File: src/rtl/micro_sequencer.sv
// Control-state sequencer: selects the next microstore address and stalls on memory handshakes.
// Define MICRO_SEQ_USTACK_EN to add a one-entry call/return register with call/ret inputs.
module micro_sequencer #(
  parameter int unsigned    AW         = 8,
  parameter logic [AW-1:0]  RESET_ADDR = '0,
  parameter logic [AW-1:0]  FETCH_ADDR = AW'(1),
  parameter logic [AW-1:0]  ABORT_ADDR = '1,
  parameter int unsigned    TMO        = 15
) (
  input  logic          clk,
  input  logic          reset,
  input  logic [AW-1:0] inst_addr,
  input  logic [AW-1:0] cr_addr,
  input  logic [2:0]    nsel,
  input  logic          cond_s,
  input  logic          mfa,
  input  logic          moc,
`ifdef MICRO_SEQ_USTACK_EN
  input  logic          call,
  input  logic          ret,
`endif
  output logic [AW-1:0] state,
  output logic          stall,
  output logic          mem_err
);

  typedef enum logic [0:0] {StRun, StWait} fsm_e;

  fsm_e          fsm_q, fsm_d;
  logic [AW-1:0] state_q, state_d;
  logic [7:0]    cnt_q, cnt_d;
  logic          err_q, err_d;
  logic [AW-1:0] inc_addr, next_addr;
  logic          take;

`ifdef MICRO_SEQ_USTACK_EN
  logic [AW-1:0] ret_q, ret_d;
`endif

  assign inc_addr = state_q + AW'(1);

  // Address selection from the sequencing field and condition result.
  always_comb begin
    next_addr = inc_addr;
    case (nsel)
      3'b000:  next_addr = inst_addr;
      3'b001:  next_addr = FETCH_ADDR;
      3'b010:  next_addr = cr_addr;
      3'b011:  next_addr = inc_addr;
      3'b100:  next_addr = cond_s ? cr_addr   : inst_addr;
      3'b101:  next_addr = cond_s ? cr_addr   : inc_addr;
      3'b110:  next_addr = cond_s ? inst_addr : inc_addr;
      default: next_addr = cond_s ? cr_addr   : FETCH_ADDR;
    endcase
`ifdef MICRO_SEQ_USTACK_EN
    if (call) begin
      next_addr = cr_addr;
    end else if (ret) begin
      next_addr = ret_q;
    end
`endif
  end

  always_ff @(posedge clk or posedge reset) begin
    if (reset) begin
      fsm_q   <= StRun;
      state_q <= RESET_ADDR;
      cnt_q   <= '0;
      err_q   <= 1'b0;
`ifdef MICRO_SEQ_USTACK_EN
      ret_q   <= RESET_ADDR;
`endif
    end else begin
      fsm_q   <= fsm_d;
      state_q <= state_d;
      cnt_q   <= cnt_d;
      err_q   <= err_d;
`ifdef MICRO_SEQ_USTACK_EN
      ret_q   <= ret_d;
`endif
    end
  end

  always_comb begin
    fsm_d   = fsm_q;
    state_d = state_q;
    cnt_d   = cnt_q;
    err_d   = 1'b0;
    take    = 1'b0;
    case (fsm_q)
      StRun: begin
        if (mfa && !moc) begin
          fsm_d = StWait;
          cnt_d = 8'd1;
        end else begin
          take = 1'b1;
        end
      end
      default: begin
        // moc beats the timeout when both land on the same cycle.
        if (moc) begin
          take  = 1'b1;
          fsm_d = StRun;
          cnt_d = '0;
        end else if (cnt_q == 8'(TMO)) begin
          state_d = ABORT_ADDR;
          err_d   = 1'b1;
          fsm_d   = StRun;
          cnt_d   = '0;
        end else begin
          cnt_d = cnt_q + 8'd1;
        end
      end
    endcase
    if (take) begin
      state_d = next_addr;
    end
  end

`ifdef MICRO_SEQ_USTACK_EN
  always_comb begin
    ret_d = ret_q;
    if (take && call) begin
      ret_d = inc_addr;
    end
  end
`endif

  always_comb begin
    stall = 1'b0;
    case (fsm_q)
      StRun:   stall = mfa && !moc;
      default: stall = 1'b1;
    endcase
  end

  assign state   = state_q;
  assign mem_err = err_q;

endmodule

File: config.mk
export PLATFORM = sky130hd
export DESIGN_NAME = micro_sequencer
export DESIGN_NICKNAME = d
export VERILOG_FILES = /design/src/rtl/micro_sequencer.sv
export SDC_FILE = /design/constraint.sdc
export NUM_CORES = 1
export LEC_CHECK = 0
export ABC_AREA = 1
export ABC_CLOCK_PERIOD_IN_PS = 1380
export CAP_MARGIN = 15
export CORE_MARGIN = 2
export CORE_UTILIZATION = 45
export CTS_CLUSTER_SIZE = 40
export DETAILED_ROUTE_END_ITERATION = 10
export PLACE_DENSITY = 0.78
export SYNTH_ARGS = -nofsm -noshare
export SYNTH_HDL_FRONTEND = slang
export SYNTH_SLANG_ARGS = --single-unit
File: constraint.sdc
create_clock -name clk -period 1.38 [get_ports clk]
set_input_delay 0.207 -clock clk [delete_from_list [all_inputs] [get_ports clk]]
set_output_delay 0.207 -clock clk [all_outputs]
set_load 0.02 [all_outputs]
After elaboration in Yosys (flattened, before gate mapping):

Index checks and enable logic that the tools add are counted.

* equal/unequal tests: 8
* reductions and logical operators: 7
* muxes and demuxes: 24
* add/sub/neg operators: 2

Operators with widths (count)
* 2-to-1 mux 8 bit: 12
* one-hot mux 8 bit (7 select lines): 1
* adder 8 x 1 -> 8 bit (second input constant): 2
* 2-to-1 mux 1 bit: 11
* equality test 3 bit (second input constant): 3
* equality test 8 x 4 -> 1 bit (second input constant): 1
* equality test 3 x 2 -> 1 bit (second input constant): 2
* nonzero test 2 bit: 3
* equality test 3 x 1 -> 1 bit (second input constant): 1
* zero test 3 bit: 1
* AND reduction 3 bit: 1
* != test 2 x 1 -> 1 bit (second input constant): 1
* logical AND 1 bit: 1
* zero test 1 bit: 1

* word-level logic and storage cells: 45
* input bits: 24
* register bits after elaboration: 18

Longest topological paths before layout:

* depth in word-level cells: 6
* gate-level depth with buffers: 10

Worst setup path before layout:

OpenSTA, ideal clock, no wires.

* kind: flip-flop to flip-flop
* start: register state_q[0], in the netlist state[0]
* end: register state_q[1], in the netlist state[1]
* buffers on the path: 0
* arrival time: 1.320 ns
* required time: 1.259 ns
* stages on the path, launching flop included: 10
* slack: -0.061 ns
* cells stage by stage: dfrtp_1 ha_1 inv_1 nand2_1 o21ai_0 nor2_1 nor2_1 nand2_1 nor3_1 nor2_1

* word-level cells in the longest chain between the ends: 4

Ends and longest elaborated chain
* start: declaration: RTL line 30 `logic [AW-1:0] state_q, state_d;`
* start signal: assignment: RTL line 75 `state_q <= state_d;`
* adder 8 x 1 -> 8 bit *: RTL line 40 `assign inc_addr = state_q + AW'(1);`
* 2-to-1 mux 8 bit (on tied branches): RTL line 52, 51
* one-hot mux 8 bit (7 select lines) *: RTL line 45 `case (nsel)`
* 2-to-1 mux 8 bit *: RTL line 115 `if (take) begin`

Every way passes the cells marked *; elsewhere a longest branch is shown, timed or not.
A chain may end at the register's enable or synchronous reset.

Final worst setup path:

* start: register cnt_q[0]
* end: register cnt_q[3]

* word-level cells in the longest chain between the ends: 4

Ends and longest elaborated chain
* start: declaration: RTL line 31 `logic [7:0] cnt_q, cnt_d;`
* start signal: assignment: RTL line 76 `cnt_q <= cnt_d;`
* adder 8 x 1 -> 8 bit or equality test 8 x 4 -> 1 bit (tied branches): RTL line 111, 105
* 2-to-1 mux 8 bit *: RTL line 105 `end else if (cnt_q == 8'(TMO)) begin`
* 2-to-1 mux 8 bit *: RTL line 101 `if (moc) begin`
* 2-to-1 mux 8 bit *: RTL line 90 `case (fsm_q)`

Marked as above.

==> results.json <==
{
  "status": "complete, but fails checks",
  "violations": "setup timing",
  "min_period_over_period": 1.060,
  "hpwl_mm": 3.182,
  "wl_mm": 4.411,
  "ir_worst_vdd_v": 0.0004204,
  "via_count": 1813,
  "grt.overflow.total": 0,
  "die-area_sq_um": 3814,
  "cts_buffer_depth": 2,
  "cp_data_arrival_time_ns": 1.65,
  "h-tree-depth": 1,
  "drc": 0,
  "drtIter0Drc": 134,
  "worst_setup_path_end_kind": "register",
  "fp.coreArea_sq_um": 3103,
  "path_class": "reg -> reg",
  "clock_latency_ns": 0.30,
  "grt_max_degree": 19,
  "numCtsBuffers": 3,
  "clkSinkCount": 18,
  "setup_violations": 9,
  "period_minus_slack_ns": 1.463,
  "rsz0062_at_grt": "yes",
  "port_buffers": 33,
  "pwr_density_cell_nw_per_um2": 817.7,
  "num-nets-final": 339,
  "final-max-slew-violation-count": 0,
  "drive_gt1_frac": 0.2788,
  "final_cell_mix": "61 x nand2_1, 39 x nor2_1, 35 x buf_4, 26 x inv_1, 21 x clkdlybuf4s50_1",
  "vias_per_cell": 5.093,
  "seq_area_frac_synth": 0.3000,
  "gp_congestion": 0.9875,
  "reg2regPathDepth": 9,
  "area_growth_pct": 49.25,
  "grt_pass1_vias": 1624,
  "die_w_um": 61.76,
  "worstSetupStartpointType": "register",
  "antenna_found_initial": 0,
  "ant_nets": 0,
  "routedWlPerCell_um": 12.39,
  "syn-num-nets": 269,
  "fmax_ghz": 0.6835,
  "r2r_end": "cnt_q[3]",
  "cts.clk_slew.worst_paths_ns": 0.11,
  "grt_util_all_layers": 0.2483,
  "cts_tree": "done",
  "reg2reg_slack_ns": -0.08,
  "relSlewSlack": 0.7994,
  "finalClockSkew_ns": 0.01417,
  "start_util": 0.4839,
  "finalHoldViolCount": 0,
  "grt_pass1_wl_mm": 7.010,
  "ys_seq_elements": 18,
  "crit_required_ns": 1.56,
  "power.leakage_nw": 1.105,
  "worst_pin_slew_ns": 0.3008,
  "final_common_cell": "nand2_1",
  "holdWs_ns": 0.2072,
  "drv_cap": 0,
  "ios": 34,
  "power_mw": 1.832,
  "avgSynthCellArea_sq_um": 6.179,
  "synth_area_sq_um": 1501,
  "num_rows": 20,
  "firstDrtPassIters": 6,
  "hold_class": "in -> async",
  "diodes": 0,
  "dieHeight_um": 61.76,
  "crit_fanout": 4,
  "r2r-start": "cnt_q[0]",
  "synth.distinct_cells": 28,
  "synth.yosys.warnings": 0,
  "root_buffer": "clkbuf_4",
  "num-fill-cells": 266,
  "synthCells": 243,
  "fin_ws_ns": -0.08310
}
-- critical path, stage by stage (launching register included) --
cell	delay (ns)
dfrtp_1	0.40
ha_2	0.20
nand2_2	0.07
nor2_4	0.12
nand4_4	0.11
nand2_4	0.11
inv_2	0.04
nor2_1	0.08
buf_4	0.15
nor3b_2	0.05
-- what timing repair did --
action                     in CTS  in global routing
hold buffers                    0                  0
resized for setup              31                 16
gates cloned                    0                  0
pin swaps                       8                  5
hold endpoints to repair        0                  0
buffers inserted                4                  1
setup endpoints to repair      22                 20
-- power breakdown --
group | total (mW) | internal, mW | switching, mW | leakage, nW
combinational | 0.836 | 0.371 | 0.465 | 0.857
sequential | 0.663 | 0.594 | 0.0695 | 0.226
clock | 0.333 | 0.161 | 0.172 | 0.0210
total | 1.83 | 1.13 | 0.707 | 1.10
-- cell usage after synthesis (all sizes together) --
cell / count / area (sq um)
o22ai: 2 / 12.51
nand3: 23 / 130.1
a21oi: 9 / 48.80
nand2: 66 / 255.3
o21bai: 1 / 7.510
nor2: 46 / 182.7
inv: 38 / 142.6
xnor2: 2 / 17.52
ha: 2 / 25.02
dfrtp: 18 / 450.4
o31ai: 1 / 7.510
nor3: 8 / 45.04
buf: 4 / 33.78
o221ai: 1 / 8.760
o21ai: 13 / 68.82
nand4: 7 / 50.05
nor3b: 2 / 15.01
-- per-stage QoR --
stage / setup WS [ns] / util / instance area, sq um / TNS [ns] / cells
final: -0.08310 / 0.7222 / 2241 / -0.4129 / 356
after global routing: -0.1602 / 0.7222 / 2241 / -1.293 / 356
after CTS: -0.05340 / 0.7117 / 2208 / -0.2705 / 355
after detailed placement: -0.3719 / 0.6730 / 2088 / -3.387 / 347
after global placement: -0.3478 / 0.6730 / 2088 / -3.053 / 347
after floorplan: -0.01239 / - / 1504 / -0.01239 / 243
-- worst max path at each step --
stage	startpoint	to	slack, ns	cells past startpoint
2_1_floorplan	state[1]	state[1]	-0.01	9
3_3_place_gp	nsel[2]	state[1]	-0.35	8
3_5_place_dp	nsel[2]	state[5]	-0.37	8
4_1_cts	cnt_q[0]	cnt_q[4]	-0.05	9
5_1_grt	cnt_q[0]	cnt_q[6]	-0.16	7
6_report	cnt_q[0]	cnt_q[3]	-0.08	9
-- state kept, by name (all words and copies together) (netlist names) --
name	cells
cnt_q	8
fsm_q	1
mem_err	1
state	8
-- final cells by class --
class,instances,area [sq um],share of cell area
clock buffer,4,36.28,0.01619
sequential,18,454.2,0.2027
timing repair buffer,69,581.8,0.2596
tap,44,55.05,0.02457
inverter,38,145.1,0.06477
multi-input combinational,183,968.4,0.4322
-- per-layer routing --
metal  routed length [um]  global-route usage  up-vias
met5                    0                   0        -
met4                   72             0.07903        0
li1                     -                   -      916
met3                  293             0.05176        8
met2                 2067              0.4045       72
met1                 1977              0.3303      817
-- cell families (layout without fill, tap and decap cells) --
logic type               Yosys count  count (layout)  synth area share
flip-flops                        18              18            0.3000
AO/OA/AOI/OAI                     27              27            0.1025
XOR/XNOR                           2               2           0.01167
adder cells (fa/ha/maj)            2               2           0.01666
AND/OR/NAND/NOR                  152             152            0.4517
buffers and inverters             42             111            0.1175
(Power assumes the default switching activity.)
